===== src/rtl/pit_pkg.sv =====
// ============================================================================
// pit_pkg : shared constants, FSM state types and helpers for pit_multi
// Revision: 1.0
// ============================================================================
`default_nettype none

package pit_pkg;

    localparam logic [1:0] C_REG_CTRL   = 2'd0;
    localparam logic [1:0] C_REG_PERIOD = 2'd1;
    localparam logic [1:0] C_REG_COUNT  = 2'd2;
    localparam logic [1:0] C_REG_STATUS = 2'd3;

    localparam int C_CTRL_EN       = 0;
    localparam int C_CTRL_PERIODIC = 1;
    localparam int C_CTRL_IE       = 2;

    localparam logic [1:0] C_RESP_OKAY   = 2'b00;
    localparam logic [1:0] C_RESP_SLVERR = 2'b10;

    typedef enum logic [1:0] {
        WR_IDLE   = 2'd0,
        WR_ACCEPT = 2'd1,
        WR_RESP   = 2'd2
    } wr_state_t;

    typedef enum logic [1:0] {
        RD_IDLE   = 2'd0,
        RD_ACCEPT = 2'd1,
        RD_RESP   = 2'd2
    } rd_state_t;

    function automatic logic [31:0] strb_merge(input logic [31:0] i_old,
                                               input logic [31:0] i_new,
                                               input logic [3:0]  i_strb);
        logic [31:0] w_res;
        for (int b = 0; b < 4; b++) begin
            w_res[8*b +: 8] = i_strb[b] ? i_new[8*b +: 8] : i_old[8*b +: 8];
        end
        return w_res;
    endfunction

endpackage

`default_nettype wire


===== src/rtl/pit_multi_if.sv =====
// ============================================================================
// pit_multi_if : AXI4-Lite bus bundle between a master and pit_multi
// Revision: 1.0
// ============================================================================
`default_nettype none

interface pit_multi_if #(
    parameter int C_S_AXI_ADDR_WIDTH = 6
);
    logic                          s_axi_awvalid;
    logic                          s_axi_awready;
    logic [C_S_AXI_ADDR_WIDTH-1:0] s_axi_awaddr;
    logic [2:0]                    s_axi_awprot;
    logic                          s_axi_wvalid;
    logic                          s_axi_wready;
    logic [31:0]                   s_axi_wdata;
    logic [3:0]                    s_axi_wstrb;
    logic                          s_axi_bvalid;
    logic                          s_axi_bready;
    logic [1:0]                    s_axi_bresp;
    logic                          s_axi_arvalid;
    logic                          s_axi_arready;
    logic [C_S_AXI_ADDR_WIDTH-1:0] s_axi_araddr;
    logic [2:0]                    s_axi_arprot;
    logic                          s_axi_rvalid;
    logic                          s_axi_rready;
    logic [31:0]                   s_axi_rdata;
    logic [1:0]                    s_axi_rresp;

    modport master (
        output s_axi_awvalid, s_axi_awaddr, s_axi_awprot,
        output s_axi_wvalid, s_axi_wdata, s_axi_wstrb,
        output s_axi_bready,
        output s_axi_arvalid, s_axi_araddr, s_axi_arprot,
        output s_axi_rready,
        input  s_axi_awready, s_axi_wready, s_axi_bvalid, s_axi_bresp,
        input  s_axi_arready, s_axi_rvalid, s_axi_rdata, s_axi_rresp
    );

    modport slave (
        input  s_axi_awvalid, s_axi_awaddr, s_axi_awprot,
        input  s_axi_wvalid, s_axi_wdata, s_axi_wstrb,
        input  s_axi_bready,
        input  s_axi_arvalid, s_axi_araddr, s_axi_arprot,
        input  s_axi_rready,
        output s_axi_awready, s_axi_wready, s_axi_bvalid, s_axi_bresp,
        output s_axi_arready, s_axi_rvalid, s_axi_rdata, s_axi_rresp
    );
endinterface

`default_nettype wire


===== src/rtl/pit_channel.sv =====
// ============================================================================
// pit_channel : one down-counter channel with CTRL/PERIOD/COUNT/STATUS state
// Revision: 1.0
// ============================================================================
`default_nettype none

module pit_channel
    import pit_pkg::*;
#(
    parameter int C_COUNTER_WIDTH = 32
) (
    input  wire logic        clk,
    input  wire logic        rst_n,
    input  wire logic        i_wr_en,
    input  wire logic [1:0]  i_wr_off,
    input  wire logic [31:0] i_wr_data,
    input  wire logic [3:0]  i_wr_strb,
    input  wire logic [1:0]  i_rd_off,
    output logic      [31:0] o_rd_data,
    output logic             o_irq_src
);

    localparam logic [C_COUNTER_WIDTH-1:0] C_ONE = {{(C_COUNTER_WIDTH-1){1'b0}}, 1'b1};

    logic                       r_en, r_periodic, r_ie, r_pending;
    logic [C_COUNTER_WIDTH-1:0] r_period, r_count;

    logic                       w_en_nxt, w_periodic_nxt, w_ie_nxt, w_pending_nxt;
    logic [C_COUNTER_WIDTH-1:0] w_period_nxt, w_count_nxt;
    logic                       w_expire, w_clear;
    logic [31:0]                w_period_merged;
    logic                       w_unused;

    assign w_period_merged = strb_merge(32'(r_period), i_wr_data, i_wr_strb);
    assign w_unused        = ^w_period_merged;

    // The counter step is resolved first, then the software write is layered on
    // top, so a same-cycle EN=0 write still sees the expiry and a set beats W1C.
    always_comb begin
        w_en_nxt       = r_en;
        w_periodic_nxt = r_periodic;
        w_ie_nxt       = r_ie;
        w_period_nxt   = r_period;
        w_count_nxt    = r_count;
        w_expire       = 1'b0;
        w_clear        = 1'b0;

        if (r_en) begin
            if (r_count > C_ONE) begin
                w_count_nxt = r_count - C_ONE;
            end else begin
                w_expire = 1'b1;
                if (r_periodic) begin
                    w_count_nxt = r_period;
                end else begin
                    w_count_nxt = '0;
                    w_en_nxt    = 1'b0;
                end
            end
        end

        if (i_wr_en) begin
            case (i_wr_off)
                C_REG_CTRL: begin
                    if (i_wr_strb[0]) begin
                        if (!w_en_nxt && i_wr_data[C_CTRL_EN]) begin
                            w_count_nxt = r_period;
                        end
                        w_en_nxt       = i_wr_data[C_CTRL_EN];
                        w_periodic_nxt = i_wr_data[C_CTRL_PERIODIC];
                        w_ie_nxt       = i_wr_data[C_CTRL_IE];
                    end
                end
                C_REG_PERIOD: w_period_nxt = w_period_merged[C_COUNTER_WIDTH-1:0];
                C_REG_STATUS: w_clear      = i_wr_strb[0] & i_wr_data[0];
                default:      ;
            endcase
        end

        w_pending_nxt = w_expire | (r_pending & ~w_clear);
    end

    always_ff @(posedge clk or negedge rst_n) begin
        if (!rst_n) begin
            r_en       <= 1'b0;
            r_periodic <= 1'b0;
            r_ie       <= 1'b0;
            r_pending  <= 1'b0;
            r_period   <= '0;
            r_count    <= '0;
        end else begin
            r_en       <= w_en_nxt;
            r_periodic <= w_periodic_nxt;
            r_ie       <= w_ie_nxt;
            r_pending  <= w_pending_nxt;
            r_period   <= w_period_nxt;
            r_count    <= w_count_nxt;
        end
    end

    always_comb begin
        o_rd_data = '0;
        case (i_rd_off)
            C_REG_CTRL:   o_rd_data = {29'd0, r_ie, r_periodic, r_en};
            C_REG_PERIOD: o_rd_data = 32'(r_period);
            C_REG_COUNT:  o_rd_data = 32'(r_count);
            C_REG_STATUS: o_rd_data = {31'd0, r_pending};
            default:      o_rd_data = '0;
        endcase
    end

    assign o_irq_src = r_pending & r_ie;

endmodule

`default_nettype wire


===== src/rtl/pit_multi.sv =====
// ============================================================================
// pit_multi : multi-channel interval timer, AXI4-Lite slave, one level irq
// Revision: 1.0
// ============================================================================
`default_nettype none

module pit_multi
    import pit_pkg::*;
#(
    parameter int C_NUM_CHANNELS     = 4,
    parameter int C_COUNTER_WIDTH    = 32,
    parameter int C_S_AXI_ADDR_WIDTH = 6
) (
    input  wire logic  s_axi_aclk,
    input  wire logic  s_axi_aresetn,
    pit_multi_if.slave axi,
    output logic       irq
);

    localparam int AW = C_S_AXI_ADDR_WIDTH;

    wr_state_t r_wr_state, w_wr_state_nxt;
    rd_state_t r_rd_state, w_rd_state_nxt;

    logic [1:0]  r_bresp, r_rresp;
    logic [31:0] r_rdata, w_rd_mux;
    logic        r_irq;

    logic [AW-1:0] w_aw_idx, w_ar_idx;
    logic          w_aw_in_range, w_ar_in_range, w_wr_fire;

    logic [31:0]               w_ch_rd  [C_NUM_CHANNELS];
    logic [C_NUM_CHANNELS-1:0] w_ch_wr_en;
    logic [C_NUM_CHANNELS-1:0] w_irq_src;
    logic                      w_unused;

    assign w_unused = ^{axi.s_axi_awprot, axi.s_axi_arprot,
                        axi.s_axi_awaddr[1:0], axi.s_axi_araddr[1:0]};

    assign w_aw_idx      = axi.s_axi_awaddr >> 4;
    assign w_ar_idx      = axi.s_axi_araddr >> 4;
    assign w_aw_in_range = (w_aw_idx < AW'(C_NUM_CHANNELS));
    assign w_ar_in_range = (w_ar_idx < AW'(C_NUM_CHANNELS));
    assign w_wr_fire     = (r_wr_state == WR_ACCEPT);

    always_ff @(posedge s_axi_aclk or negedge s_axi_aresetn) begin
        if (!s_axi_aresetn) begin
            r_wr_state <= WR_IDLE;
            r_rd_state <= RD_IDLE;
        end else begin
            r_wr_state <= w_wr_state_nxt;
            r_rd_state <= w_rd_state_nxt;
        end
    end

    always_comb begin
        w_wr_state_nxt    = r_wr_state;
        axi.s_axi_awready = 1'b0;
        axi.s_axi_wready  = 1'b0;
        axi.s_axi_bvalid  = 1'b0;
        case (r_wr_state)
            WR_IDLE: begin
                if (axi.s_axi_awvalid && axi.s_axi_wvalid) w_wr_state_nxt = WR_ACCEPT;
            end
            WR_ACCEPT: begin
                axi.s_axi_awready = 1'b1;
                axi.s_axi_wready  = 1'b1;
                w_wr_state_nxt    = WR_RESP;
            end
            WR_RESP: begin
                axi.s_axi_bvalid = 1'b1;
                if (axi.s_axi_bready) w_wr_state_nxt = WR_IDLE;
            end
            default: w_wr_state_nxt = WR_IDLE;
        endcase
    end

    always_comb begin
        w_rd_state_nxt    = r_rd_state;
        axi.s_axi_arready = 1'b0;
        axi.s_axi_rvalid  = 1'b0;
        case (r_rd_state)
            RD_IDLE: begin
                if (axi.s_axi_arvalid) w_rd_state_nxt = RD_ACCEPT;
            end
            RD_ACCEPT: begin
                axi.s_axi_arready = 1'b1;
                w_rd_state_nxt    = RD_RESP;
            end
            RD_RESP: begin
                axi.s_axi_rvalid = 1'b1;
                if (axi.s_axi_rready) w_rd_state_nxt = RD_IDLE;
            end
            default: w_rd_state_nxt = RD_IDLE;
        endcase
    end

    // Read data is captured on the same edge a concurrent write commits,
    // so a colliding read returns the pre-write value.
    always_ff @(posedge s_axi_aclk or negedge s_axi_aresetn) begin
        if (!s_axi_aresetn) begin
            r_bresp <= C_RESP_OKAY;
            r_rresp <= C_RESP_OKAY;
            r_rdata <= '0;
            r_irq   <= 1'b0;
        end else begin
            if (w_wr_fire) begin
                r_bresp <= w_aw_in_range ? C_RESP_OKAY : C_RESP_SLVERR;
            end
            if (r_rd_state == RD_ACCEPT) begin
                r_rresp <= w_ar_in_range ? C_RESP_OKAY : C_RESP_SLVERR;
                r_rdata <= w_rd_mux;
            end
            r_irq <= |w_irq_src;
        end
    end

    always_comb begin
        w_rd_mux = '0;
        for (int c = 0; c < C_NUM_CHANNELS; c++) begin
            if (w_ar_idx == AW'(c)) w_rd_mux = w_ch_rd[c];
        end
    end

    generate
        for (genvar c = 0; c < C_NUM_CHANNELS; c++) begin : g_ch
            assign w_ch_wr_en[c] = w_wr_fire && (w_aw_idx == AW'(c));

            pit_channel #(
                .C_COUNTER_WIDTH (C_COUNTER_WIDTH)
            ) u_channel (
                .clk       (s_axi_aclk),
                .rst_n     (s_axi_aresetn),
                .i_wr_en   (w_ch_wr_en[c]),
                .i_wr_off  (axi.s_axi_awaddr[3:2]),
                .i_wr_data (axi.s_axi_wdata),
                .i_wr_strb (axi.s_axi_wstrb),
                .i_rd_off  (axi.s_axi_araddr[3:2]),
                .o_rd_data (w_ch_rd[c]),
                .o_irq_src (w_irq_src[c])
            );
        end
    endgenerate

    assign axi.s_axi_bresp = r_bresp;
    assign axi.s_axi_rresp = r_rresp;
    assign axi.s_axi_rdata = r_rdata;
    assign irq             = r_irq;

endmodule

`default_nettype wire


===== src/flat_wrapper.sv =====
// flat-port wrapper written by rule: the top's interface ports become plain ports
module pit_multi_flat import pit_pkg::*;
#(
    parameter int C_NUM_CHANNELS     = 4,
    parameter int C_COUNTER_WIDTH    = 32,
    parameter int C_S_AXI_ADDR_WIDTH = 6
)
  (s_axi_aclk, s_axi_aresetn, irq, axi_s_axi_awvalid, axi_s_axi_awaddr, axi_s_axi_awprot, axi_s_axi_wvalid, axi_s_axi_wdata, axi_s_axi_wstrb, axi_s_axi_bready, axi_s_axi_arvalid, axi_s_axi_araddr, axi_s_axi_arprot, axi_s_axi_rready, axi_s_axi_awready, axi_s_axi_wready, axi_s_axi_bvalid, axi_s_axi_bresp, axi_s_axi_arready, axi_s_axi_rvalid, axi_s_axi_rdata, axi_s_axi_rresp);
  pit_multi_if #(.C_S_AXI_ADDR_WIDTH(C_S_AXI_ADDR_WIDTH)) axi_i ();
  input  wire logic s_axi_aclk;
  input  wire logic s_axi_aresetn;
  output logic irq;
  input wire logic [$bits(axi_i.s_axi_awvalid)-1:0] axi_s_axi_awvalid;
  input wire logic [$bits(axi_i.s_axi_awaddr)-1:0] axi_s_axi_awaddr;
  input wire logic [$bits(axi_i.s_axi_awprot)-1:0] axi_s_axi_awprot;
  input wire logic [$bits(axi_i.s_axi_wvalid)-1:0] axi_s_axi_wvalid;
  input wire logic [$bits(axi_i.s_axi_wdata)-1:0] axi_s_axi_wdata;
  input wire logic [$bits(axi_i.s_axi_wstrb)-1:0] axi_s_axi_wstrb;
  input wire logic [$bits(axi_i.s_axi_bready)-1:0] axi_s_axi_bready;
  input wire logic [$bits(axi_i.s_axi_arvalid)-1:0] axi_s_axi_arvalid;
  input wire logic [$bits(axi_i.s_axi_araddr)-1:0] axi_s_axi_araddr;
  input wire logic [$bits(axi_i.s_axi_arprot)-1:0] axi_s_axi_arprot;
  input wire logic [$bits(axi_i.s_axi_rready)-1:0] axi_s_axi_rready;
  output wire logic [$bits(axi_i.s_axi_awready)-1:0] axi_s_axi_awready;
  output wire logic [$bits(axi_i.s_axi_wready)-1:0] axi_s_axi_wready;
  output wire logic [$bits(axi_i.s_axi_bvalid)-1:0] axi_s_axi_bvalid;
  output wire logic [$bits(axi_i.s_axi_bresp)-1:0] axi_s_axi_bresp;
  output wire logic [$bits(axi_i.s_axi_arready)-1:0] axi_s_axi_arready;
  output wire logic [$bits(axi_i.s_axi_rvalid)-1:0] axi_s_axi_rvalid;
  output wire logic [$bits(axi_i.s_axi_rdata)-1:0] axi_s_axi_rdata;
  output wire logic [$bits(axi_i.s_axi_rresp)-1:0] axi_s_axi_rresp;
  assign axi_i.s_axi_awvalid = axi_s_axi_awvalid;
  assign axi_i.s_axi_awaddr = axi_s_axi_awaddr;
  assign axi_i.s_axi_awprot = axi_s_axi_awprot;
  assign axi_i.s_axi_wvalid = axi_s_axi_wvalid;
  assign axi_i.s_axi_wdata = axi_s_axi_wdata;
  assign axi_i.s_axi_wstrb = axi_s_axi_wstrb;
  assign axi_i.s_axi_bready = axi_s_axi_bready;
  assign axi_i.s_axi_arvalid = axi_s_axi_arvalid;
  assign axi_i.s_axi_araddr = axi_s_axi_araddr;
  assign axi_i.s_axi_arprot = axi_s_axi_arprot;
  assign axi_i.s_axi_rready = axi_s_axi_rready;
  assign axi_s_axi_awready = axi_i.s_axi_awready;
  assign axi_s_axi_wready = axi_i.s_axi_wready;
  assign axi_s_axi_bvalid = axi_i.s_axi_bvalid;
  assign axi_s_axi_bresp = axi_i.s_axi_bresp;
  assign axi_s_axi_arready = axi_i.s_axi_arready;
  assign axi_s_axi_rvalid = axi_i.s_axi_rvalid;
  assign axi_s_axi_rdata = axi_i.s_axi_rdata;
  assign axi_s_axi_rresp = axi_i.s_axi_rresp;
  pit_multi #(.C_NUM_CHANNELS(C_NUM_CHANNELS), .C_COUNTER_WIDTH(C_COUNTER_WIDTH), .C_S_AXI_ADDR_WIDTH(C_S_AXI_ADDR_WIDTH)) u_core (.s_axi_aclk(s_axi_aclk), .s_axi_aresetn(s_axi_aresetn), .axi(axi_i), .irq(irq));
endmodule

===== config.mk =====
export PLATFORM = sky130hd
export DESIGN_NAME = pit_multi_flat
export DESIGN_NICKNAME = d
export VERILOG_FILES = /design/src/rtl/pit_pkg.sv /design/src/rtl/pit_multi_if.sv /design/src/rtl/pit_channel.sv /design/src/rtl/pit_multi.sv /design/src/flat_wrapper.sv
export SDC_FILE = /design/constraint.sdc
export NUM_CORES = 1
export LEC_CHECK = 0
export ABC_AREA = 1
export CORE_AREA = 2 2 210 212
export CTS_BUF_LIST = sky130_fd_sc_hd__clkbuf_16
export DETAILED_ROUTE_END_ITERATION = 7
export DIE_AREA = 0 0 212 214
export MAX_ROUTING_LAYER = met4
export SLEW_MARGIN = 20
export SYNTH_ARGS = -nofsm -noshare
export SYNTH_HDL_FRONTEND = slang
export SYNTH_SLANG_ARGS = --single-unit

===== constraint.sdc =====
create_clock -name s_axi_aclk -period 2.4 [get_ports s_axi_aclk]
set_input_delay 0.48 -clock s_axi_aclk [delete_from_list [all_inputs] [get_ports s_axi_aclk]]
set_output_delay 0.48 -clock s_axi_aclk [all_outputs]
set_load 0.01 [all_outputs]

==> results.cfg <==
[finish]
final_core_utilization_pct = 53.3
layout.nets = 3064
final_layout_size_suffix_gt1_share_pct = 9.37
final_cell_mix = nand2_1, o21ai_0, dfrtp_1
syn_to_final_growth_pct = 19.8
mostFrequentLayoutCell = nand2_1

[synthesis]
yosys.area_share.simple_pct = 36.4
synth_enable_flop_cells = 0
synth_seq_cells = 309
post_synth.cell_area_avg_um2 = 6.76
async_flop_share_pct = 100
synthMuxAreaShare_pct = 0
ys_types = 49
yosys_most_used_dff = dfrtp_1
synthXorXnorAreaFrac_pct = 0.321
synth_top_family_by_area = simple AND/OR/NAND/NOR gates
syn_inst = 2826
yosys.area_share.adder_pct = 0.524
seq_area_frac_synth_pct = 40.5
synth_warnings = 0
syn_area_um2 = 19100
synth_compound_area_share_pct = 14.8

[setup_path]
critical_path_arrival_ps = 1820
reg2reg_from = u_core.g_ch[3].u_channel.r_count[0]
crit_start = u_core.r_wr_state[1]
worst-setup-path-type = reg -> out
cp_max_fo = 6
critPathCaptureType = output pin
required_ps = 1920
start_kind = flop

[power]
comb_power_share_pct = 41.6
ir_drop_v = 0.000659
p_seq_share_pct = 34.7
clockPowerShare_pct = 23.7
p_per_area_nw_per_um2 = 1040
internal_power_mw = 13.2
switching_share_pct = 44.2
leakagePower_nw = 10.8
p_sw_mw = 10.5
totalPowerFinal_mw = 23.7

[die]
core_um2 = 42900
initial_core_util_pct = 44.5
die_h_um = 214
die_area_um2 = 45400
rows = 76
die_w_um = 212
io_pins = 103

[timing]
hold_slack_ps = 417
hold_viol_final = 0
drv_slew = 0
period_needed_ps = 2300
relSlewSlack_pct = 53.1
min_period_over_period_pct = 96.0
setup_viol = 0
fin_setup_tns_ps = 0
max_freq_mhz = 434
clock_skew_ps = 13.8
layout_setup_ws_ps = 95.3
tightest_slew_ps = 703

[cts]
cts-root-buf = clkbuf_16
cts.sinks = 309
clk_latency_ps = 560
htree_levels = 2
clkTransAtPathRegs_ps = 60
cts_buffer_depth = 3
cts-buffers-inserted = 37
cts_tree = done

[detailed_routing]
drt_first_pass_iters = 6
viasPerCell = 5.54
first_iter_violations = 2346
vias = 20000
ant_nets = 0
routed_wl_mm = 79.4
drc = 0
routedWlPerCell_um = 22.0

[grt]
grt_max_degree = 72
grt_usage_pct = 36.0
globalRoute.totalOverflow = 0
grt_pass1_wl_mm = 117
grt_pass1_vias = 18800
grt_antenna_before_repair = 14

[place]
place_congestion = 1.12
io_buffers = 88
pre_cts_slack_ps = -381
place_hpwl_mm = 59.5

[status]
outcome = finished clean

[flow_run]
maxCapViolations = 0

[worst_hold_path]
hp-class = in -> async
Yosys cell counts (4+ instances only):
| master | n | area share, % |
|---|---|---|
| a21oi_1 | 96 | 2.5 |
| a221oi_1 | 24 | 1.1 |
| a22oi_1 | 8 | 0.31 |
| a31o_2 | 4 | 0.18 |
| and2_1 | 5 | 0.16 |
| buf_2 | 18 | 0.47 |
| buf_4 | 6 | 0.24 |
| buf_6 | 11 | 0.65 |
| clkbuf_1 | 83 | 1.6 |
| clkinv_1 | 4 | 0.079 |
| dfrtp_1 | 309 | 40 |
| ha_1 | 8 | 0.52 |
| inv_1 | 215 | 4.2 |
| inv_2 | 7 | 0.14 |
| nand2_1 | 1004 | 20 |
| nand2_2 | 12 | 0.39 |
| nand2_4 | 6 | 0.35 |
| nand3_1 | 165 | 4.3 |
| nand3b_1 | 4 | 0.16 |
| nand4_1 | 89 | 2.9 |
| nor2_1 | 311 | 6.1 |
| nor2_2 | 11 | 0.36 |
| nor2_4 | 13 | 0.77 |
| nor3_1 | 10 | 0.26 |
| nor3_4 | 4 | 0.34 |
| o211ai_1 | 14 | 0.55 |
| o21ai_0 | 342 | 9.0 |
| o221ai_1 | 4 | 0.18 |
| o22ai_1 | 7 | 0.23 |
| xor2_1 | 7 | 0.32 |
metrics by stage:
step	instances	instance area, um2
2_1_floorplan	2829	19100
3_5_place_dp	3534	21600
5_1_grt	3613	22900
3_3_place_gp	3534	21600
4_1_cts	3599	22700
6_report	3615	22900
kinds of logic after synthesis:
| group | count (synthesis) |
|---|---|
| flops | 309 |
| xor+xnor | 7 |
| other cells | 1 |
| compound gates | 513 |
| simple gates | 1643 |
| fa+ha+maj | 8 |
| buf+inv | 345 |
power groups by stage:
stage / clock [mW] / sequential, mW / combinational, mW
floorplan: 0 / 7.79 / 6.38
global placement: 0 / 8.23 / 9.49
detailed placement: 0 / 8.23 / 9.62
CTS: 5.65 / 8.17 / 9.68
global route: 5.89 / 8.39 / 11.1
finish: 5.60 / 8.23 / 9.85
registers in the layout, indices dropped and copies added (netlist names):
signal	count
u_core.g_ch.u_channel.r_periodic	4
u_core.irq	1
u_core.g_ch.u_channel.r_en	4
u_core.g_ch.u_channel.r_count	128
u_core.g_ch.u_channel.r_period	128
u_core.r_wr_state	2
u_core.g_ch.u_channel.r_ie	4
u_core.g_ch.u_channel.r_pending	4
u_core.r_rd_state	2
u_core.axi.s_axi_rdata	32
layer usage:
metal	track usage, %	vias to the layer above	wire length, um
met4	15.7	0	3560
li1	-	9571	-
met2	49.8	848	33400
met3	10.0	148	7700
met5	-	-	0
met1	49.0	9459	34800
final cells by class:
class | count | area, um2
Antenna cell | 10 | 25.0
Clock buffer | 37 | 926
Clock inverter | 27 | 223
Fill cell | 4324 | 20000
Inverter | 226 | 848
Multi-Input combinational cell | 2176 | 10000
Sequential cell | 309 | 7730
Tap cell | 585 | 732
Timing Repair Buffer | 245 | 2360
repair_timing:
action / in CTS / in global routing
hold buffers: 1 / 0
resized for setup: 1 / 11
endpoints found under the setup margin: 1 / 65
hold endpoints to repair: 38 / 0
pin swaps: 0 / 4
buffers inserted: 0 / 5
cloned: 0 / 1
path summary, 6_finish.rpt:
kind                                                         endpoint  slack [ps]  depth (start not counted)
worst max register to register   u_core.g_ch[3].u_channel.r_count[28]         160                         12
worst min-delay path            u_core.g_ch[1].u_channel.r_period[28]         420                          2
worst max-delay path                                axi_s_axi_awready         100                          4
max in group asynchronous       u_core.g_ch[2].u_channel.r_period[17]        1190                          3
min in group s_axi_aclk                          u_core.r_wr_state[0]         430                          1
worst min register to register                   u_core.r_wr_state[0]         430                          1
worst max-delay path: stages (launching register included):
cell and delay, ps:
dfrtp_1 370, inv_1 110, nand2_4 140, inv_1 100
clkdlybuf4s50_1 530
(Power assumes the default switching activity.)
